File: src/rtl/mem_arbiter.sv
// Round-robin arbiter sharing one single-port synchronous memory between a
// read-only fetch port and a byte-enabled load/store port, one access in flight.
module mem_arbiter #(
  parameter int unsigned ADDR_W = 7,
  parameter int unsigned DATA_W = 32
) (
  input  logic                clk,
  input  logic                rst,
  input  logic                i_req,
  input  logic [ADDR_W-1:0]   i_addr,
  output logic                i_gnt,
  output logic                i_rvalid,
  output logic [DATA_W-1:0]   i_rdata,
  input  logic                d_req,
  input  logic                d_we,
  input  logic [ADDR_W-1:0]   d_addr,
  input  logic [DATA_W-1:0]   d_wdata,
  input  logic [DATA_W/8-1:0] d_be,
  output logic                d_gnt,
  output logic                d_rvalid,
  output logic [DATA_W-1:0]   d_rdata,
  output logic                m_en,
  output logic                m_we,
  output logic [DATA_W/8-1:0] m_be,
  output logic [ADDR_W-1:0]   m_addr,
  output logic [DATA_W-1:0]   m_wdata,
  input  logic [DATA_W-1:0]   m_rdata
);

  typedef enum logic {StIdle, StResp} state_e;
  typedef enum logic {PortI, PortD} port_e;

  state_e r_state, w_state_d;
  port_e  r_owner, w_owner_d;
  port_e  r_last, w_last_d;
  logic   r_owner_we, w_owner_we_d;
  logic   w_gnt_i, w_gnt_d;

  // On a tie the port that was not granted last time wins.
  always_comb begin
    w_gnt_i = 1'b0;
    w_gnt_d = 1'b0;
    if (!rst && r_state == StIdle) begin
      if (i_req && (!d_req || r_last == PortD)) begin
        w_gnt_i = 1'b1;
      end else if (d_req) begin
        w_gnt_d = 1'b1;
      end
    end
  end

  always_comb begin
    w_state_d    = r_state;
    w_owner_d    = r_owner;
    w_last_d     = r_last;
    w_owner_we_d = r_owner_we;
    i_gnt        = w_gnt_i;
    d_gnt        = w_gnt_d;
    i_rvalid     = 1'b0;
    i_rdata      = '0;
    d_rvalid     = 1'b0;
    d_rdata      = '0;
    m_en         = 1'b0;
    m_we         = 1'b0;
    m_be         = '0;
    m_addr       = '0;
    m_wdata      = '0;
    unique case (r_state)
      StIdle: begin
        if (w_gnt_i) begin
          m_en         = 1'b1;
          m_addr       = i_addr;
          m_be         = '1;
          w_state_d    = StResp;
          w_owner_d    = PortI;
          w_owner_we_d = 1'b0;
          w_last_d     = PortI;
        end else if (w_gnt_d) begin
          m_en         = 1'b1;
          m_we         = d_we;
          m_addr       = d_addr;
          m_be         = d_we ? d_be : '1;
          m_wdata      = d_wdata;
          w_state_d    = StResp;
          w_owner_d    = PortD;
          w_owner_we_d = d_we;
          w_last_d     = PortD;
        end
      end
      StResp: begin
        w_state_d = StIdle;
        if (!rst) begin
          if (r_owner == PortI) begin
            i_rvalid = 1'b1;
            i_rdata  = r_owner_we ? '0 : m_rdata;
          end else begin
            d_rvalid = 1'b1;
            d_rdata  = r_owner_we ? '0 : m_rdata;
          end
        end
      end
      default: w_state_d = StIdle;
    endcase
  end

  // last resets to D so the first tie after reset goes to fetch.
  always_ff @(posedge clk) begin
    if (rst) begin
      r_state    <= StIdle;
      r_owner    <= PortI;
      r_last     <= PortD;
      r_owner_we <= 1'b0;
    end else begin
      r_state    <= w_state_d;
      r_owner    <= w_owner_d;
      r_last     <= w_last_d;
      r_owner_we <= w_owner_we_d;
    end
  end

endmodule

File: config.mk
export PLATFORM = sky130hd
export DESIGN_NAME = mem_arbiter
export DESIGN_NICKNAME = d
export VERILOG_FILES = /design/src/rtl/mem_arbiter.sv
export SDC_FILE = /design/constraint.sdc
export NUM_CORES = 1
export LEC_CHECK = 0
export BUFFER_PORTS_ARGS = -buffer_cell sky130_fd_sc_hd__buf_2
export CAP_MARGIN = 20
export CORE_AREA = 2 2 78 80
export DETAILED_ROUTE_END_ITERATION = 7
export DIE_AREA = 0 0 80 82
export PLACE_DENSITY = 0.65
export SLEW_MARGIN = 20
export SYNTH_ARGS = -nofsm -noshare
export SYNTH_HDL_FRONTEND = slang
export SYNTH_SLANG_ARGS = --single-unit
File: constraint.sdc
create_clock -name clk -period 1.6 [get_ports clk]
set_clock_uncertainty 0.1 [all_clocks]
set_input_delay 0.16 -clock clk [delete_from_list [all_inputs] [get_ports clk]]
set_output_delay 0.16 -clock clk [all_outputs]
set_load 0.02 [all_outputs]
==> impl_metrics.tcl, run 1 <==
set metrics [dict create \
    cts_hold_buf 0 \
    grt_max_degree 34 \
    fill_cells 533 \
    timing.final.hold_violations 0 \
    hold_path.class "input port to flop" \
    r2r_slack_ns 0.33 \
    critPathKind "flop to output pin" \
    setup_viol 73 \
    synth_nets 273 \
    start_util 0.222 \
    dieArea_mm2 0.00656 \
    routed_wl_um 6260 \
    grt_pass1_wl_um 8210 \
    rsz0062_at_grt "yes" \
    power.leakage_uw 0.00167 \
    worst_pin_slew_ns 0.244 \
    relSlewSlack 0.837 \
    synth.most_common_cell "nor2_1" \
    min_path_cells 2 \
    antenna_found_initial 0 \
    root_buffer "clkbuf_8" \
    ys_warn_count 0 \
    clk_pin_slew_ns 0.03 \
    syn_area_mm2 0.00127 \
    arrival_ns 1.51 \
    grt_overflow_total 0 \
    diodes 0 \
    fin_ws_ns -0.173 \
    min_from "d_we" \
    grt_pass1_vias 1823 \
    ys_types 27 \
    vias 2012 \
    gp_congestion 0.751 \
    die_height_um 82 \
    synth_edf_count 0 \
    worstReg2RegStart "r_state$_SDFF_PP0_" \
    hpwl_um 4310 \
    async_flop_share 0 \
    grt.total_usage 0.159 \
    syn_inst 186 \
    insertion_delay_ns 0.22 \
    synth_common_cells "39 x nor2_1, 36 x nand2b_1, 32 x and2_1, 20 x nor2_4, 9 x nor2_2" \
    fin_crit_sh 1.11 \
    dpl.cell_count 452 \
    synth_ff_type "dfxtp_1" \
    drc 0 \
    routedWlPerCell_um 13.4 \
    min_period_ns 1.77 \
    ys_seq_area_frac 0.0629 \
    ys_seq_elements 4 \
    ir_drop_mv 0.196 \
    routed_via_density 4.31 \
    die_w_um 80 \
    area_delta_synth_final_pct 146 \
    p_per_area_mw_per_mm2 350 \
    rr_endpoint "r_owner_we$_SDFFE_PP0P_" \
    status "finished with violations" \
    nNetsFinal 481 \
    cp_max_fo 10 \
    final_layout_size_suffix_gt1_frac 0.727 \
    io_buffers 199 \
    yosysTopAreaCellShare 0.177 \
    core_mm2 0.00575 \
    crit_required_ns 1.34 \
    htree_num_levels 1 \
    ios 200 \
    design_area_mm2 0.00313 \
    cts_tree "done" \
    drv_cap 0 \
    holdPathEnd "r_owner_we$_SDFFE_PP0P_" \
    drt_pass1_iterations 4 \
    fmax_mhz 564 \
    end_kind "output pin" \
    cts_buffer_depth 2 \
    rows 28 \
    violations "setup timing" \
    post-place-ws_ns -0.0322 \
    drv_slew 0 \
    placed_area_mm2 0.00234 \
    synth_area_leaders "nand2b_1 18%, nor2_4 18%, and2_1 16%" \
    yosys.area.top_type "nand2b_1" \
    clock_sinks 4 \
    hold_slack_ns 0.0746 \
    cp-start-kind "flop" \
    syn_avg_cell_area_um2 6.85 \
    cts_buffers 3 \
    drtIter0Drc 43 \
    ant_nets 0 \
    stdcell_count 467 \
    reg2reg_depth 5 \
]
[report_power, final]
group / leakage [uW] / internal [uW] / switching, uW
registers: 0.0000331 / 109 / 7.85
clock network: 0.0000216 / 161 / 54.6
logic: 0.00161 / 379 / 385
total: 0.00167 / 649 / 447
[metal layers]
layer	share of wire	vias up	wire (um)	global-route usage
met5	0	-	0	0
met1	0.31	894	1960	0.139
met2	0.60	117	3730	0.355
li1	-	993	-	-
met3	0.081	8	506	0.0330
met4	0.0091	0	57	0.0390
[sequential cells by signal (all words and copies together), names as in the netlist]
register and cells:
r_last 1, r_owner 1, r_owner_we 1, r_state 1
[cell usage in the layout (no fill, tap or decap), types with 2 or more instances in the layout]
cell type / synthesis / final
a21oi_1: 5 / 4
nand2b_1: 36 / 35
nor2_1: 39 / 37
clkbuf_16: 0 / 2
buf_2: 2 / 122
inv_1: 3 / 2
dfxtp_2: 0 / 2
a22o_1: 7 / 7
buf_6: 2 / 65
buf_12: 2 / 5
clkbuf_8: 0 / 3
o21ai_0: 4 / 4
buf_4: 0 / 22
nor2_2: 9 / 5
dfxtp_1: 4 / 2
nor2_4: 20 / 26
and2_1: 32 / 10
buf_16: 0 / 2
and2_4: 0 / 22
[stage by stage]
step	utilization	setup TNS [ns]	total power, uW
6_report	0.545	-8.92	1100
5_1_grt	0.545	-11.85	1160
4_1_cts	0.507	-8.22	1040
3_5_place_dp	0.407	-0.174	684
3_3_place_gp	0.407	0	677
2_1_floorplan	-	0	471
[how the worst max path moves through the flow]
stage / to / start / slack, ns
final: m_addr[5] / r_state$_SDFF_PP0_ / -0.17
after global routing: m_addr[5] / r_state$_SDFF_PP0_ / -0.22
after CTS: m_wdata[19] / r_state$_SDFF_PP0_ / -0.15
after detailed placement: i_rdata[0] / r_state$_SDFF_PP0_ / -0.03
after global placement: i_rdata[0] / r_state$_SDFF_PP0_ / 0.007
after floorplan: m_wdata[23] / r_state$_SDFF_PP0_ / 0.12
[layout make-up]
cell class	count	area, um2	share of cell area
Timing Repair Buffer	219	1730	0.552
Multi-Input combinational cell	163	1170	0.373
Tap cell	75	93.8	0.0300
Sequential cell	4	82.6	0.0264
Clock buffer	3	41.3	0.0132
Inverter	3	16.3	0.00520
[worst max-delay path, cell delays in order, from the launching register on]
cell and delay, ns:
dfxtp_2 0.32, nand2b_4 0.16, a211oi_4 0.22, buf_4 0.17
buf_8 0.12, a22o_1 0.15, buf_4 0.15
[cells by family (layout without fill, tap and decap cells)]
group / Yosys count / after routing / share of synthesized area
flops: 4 / 4 / 0.0629
buf+inv: 19 / 225 / 0.106
compound gates: 20 / 20 / 0.119
simple gates: 143 / 143 / 0.712
[what timing repair did]
item	in CTS	in global routing
gates cloned	3	4
pin swaps	2	3
gates resized for setup	133	60
hold endpoints to repair	0	0
endpoints found under the setup margin	74	81
buffers inserted	4	2
No activity file was read; power rests on OpenSTA's default activity.
==> run 2, diff against run 1 <==
--- a/config.mk
+++ b/config.mk
@@ -11,6 +11,7 @@
 export DETAILED_ROUTE_END_ITERATION = 7
 export DIE_AREA = 0 0 80 82
 export PLACE_DENSITY = 0.65
+export REMOVE_ABC_BUFFERS = 1
 export SLEW_MARGIN = 20
 export SYNTH_ARGS = -nofsm -noshare
 export SYNTH_HDL_FRONTEND = slang
==> impl_metrics.tcl, run 2 (synthesized netlist as in run 1, its figures left out) <==
set metrics [dict create \
    status "finished with violations" \
    violations "setup timing" \
    diodes 0 \
    clkPwrFrac 0.188 \
    drv_slew 0 \
    die_height_um 82 \
    final_core_util 0.584 \
    grt_pass1_wl_um 7590 \
    min_path_cells 2 \
    cts_tree "done" \
    io_buffers 199 \
    antenna_found_initial 0 \
    drv_cap 0 \
    nNetsFinal 480 \
    p_sw_uw 456 \
    rsz0062_at_grt "yes" \
    relSlewSlack 0.825 \
    reg2reg_depth 5 \
    start_util 0.222 \
    combPwrFrac 0.705 \
    fin_ws_ns -0.161 \
    holdPathEnd "r_owner_we$_SDFFE_PP0P_" \
    end_kind "output pin" \
    grt_overflow_total 0 \
    area_delta_synth_final_pct 163 \
    clock_sinks 4 \
    ir_drop_mv 0.316 \
    final_layout_size_suffix_gt1_frac 0.757 \
    fin_crit_sh 1.10 \
    r2r_slack_ns 0.30 \
    drc 0 \
    htree_num_levels 1 \
    min_period_ns 1.76 \
    p_per_area_mw_per_mm2 328 \
    vias 2050 \
    core_mm2 0.00575 \
    ant_nets 0 \
    setup_viol 96 \
    arrival_ns 1.50 \
    routedWlPerCell_um 14.6 \
    insertion_delay_ns 0.21 \
    cts_buffers 3 \
    grt.total_usage 0.142 \
    grt_pass1_vias 1663 \
    power.leakage_uw 0.00169 \
    root_buffer "clkbuf_8" \
    cp-start-kind "flop" \
    critPathKind "flop to output pin" \
    clk_pin_slew_ns 0.03 \
    final_cell_mix "102 x buf_2, 80 x buf_6, 36 x nor2_4, 35 x nand2b_1, 24 x buf_4" \
    drt_pass1_iterations 4 \
    crit_required_ns 1.34 \
    routed_wl_um 6790 \
    swShare 0.413 \
    cts_buffer_depth 2 \
    hold_path.class "input port to flop" \
    gp_congestion 0.813 \
    p_int_uw 646 \
    dieArea_mm2 0.00656 \
    rows 28 \
    fmax_mhz 568 \
    die_w_um 80 \
    power_frac_seq 0.107 \
    drtIter0Drc 51 \
    routed_via_density 4.40 \
    min_from "d_we" \
    grt_max_degree 42 \
    hold_slack_ns 0.0827 \
    layout_commonest_cell "buf_2" \
    cp_max_fo 10 \
    rr_endpoint "r_owner_we$_SDFFE_PP0P_" \
    cts_hold_buf 0 \
    ios 200 \
    worst_pin_slew_ns 0.262 \
    hpwl_um 4200 \
    worstReg2RegStart "r_state$_SDFF_PP0_" \
    timing.final.hold_violations 0 \
]
run 2: routing by layer:
layer  part of all wire  global-route usage  wire (um)  vias up
li1                   -                   -          -      993
met1               0.34               0.150       2280      928
met2               0.56               0.287       3830      125
met3              0.092              0.0308        627        4
met4             0.0068              0.0288         46        0
met5                  0                   0          0        -
run 2: layout make-up:
type | instances | area, um2
multi-input cells | 163 | 1240
flip-flops and latches | 4 | 83.8
inverters | 3 | 16.3
fillers | 489 | 2390
repair buffers | 218 | 1880
clock buffers | 3 | 41.3
well taps | 75 | 93.8
run 2: through the flow:
step / TNS (ns) / power (uW) / worst slack, ns / instance area [um2] / std cells
2_1_floorplan: -37.55 / 442 / -0.994 / 1150 / 170
3_3_place_gp: -0.00298 / 672 / -0.00298 / 2320 / 450
3_5_place_dp: -0.0726 / 681 / -0.0355 / 2320 / 450
4_1_cts: -7.88 / 967 / -0.136 / 2670 / 455
5_1_grt: -14.91 / 1160 / -0.207 / 3360 / 466
6_report: -10.15 / 1100 / -0.161 / 3360 / 466
run 2: worst max-delay path by stage:
stage             endpoint                from  depth (start not counted)
5_1_grt         m_wdata[7]  r_state$_SDFF_PP0_                          6
3_5_place_dp    i_rdata[1]  r_state$_SDFF_PP0_                          4
2_1_floorplan     i_rvalid  r_state$_SDFF_PP0_                          2
3_3_place_gp   i_rdata[31]  r_state$_SDFF_PP0_                          4
6_report       m_wdata[11]  r_state$_SDFF_PP0_                          6
4_1_cts        i_rdata[19]  r_state$_SDFF_PP0_                          4
run 2: timing repair:
action,4_1_cts,5_1_grt
buffers inserted,0,3
gates resized for setup,84,155
pin swaps,0,7
setup endpoints to repair,73,85
cloned,2,8
run 2: power by group through the flow:
stage	logic (uW)	registers, uW	clock network, uW
2_1_floorplan	322	120	0
3_3_place_gp	556	116	0
3_5_place_dp	564	117	0
4_1_cts	639	116	212
5_1_grt	822	119	215
6_report	777	118	207
run 2: worst max-delay path, stage by stage, from the launching register on:
cell       delay [ns]
dfxtp_2          0.32
nand2b_4         0.15
a211oi_4         0.22
buf_6            0.16
clkbuf_16        0.15
and2_1           0.15
buf_6            0.12
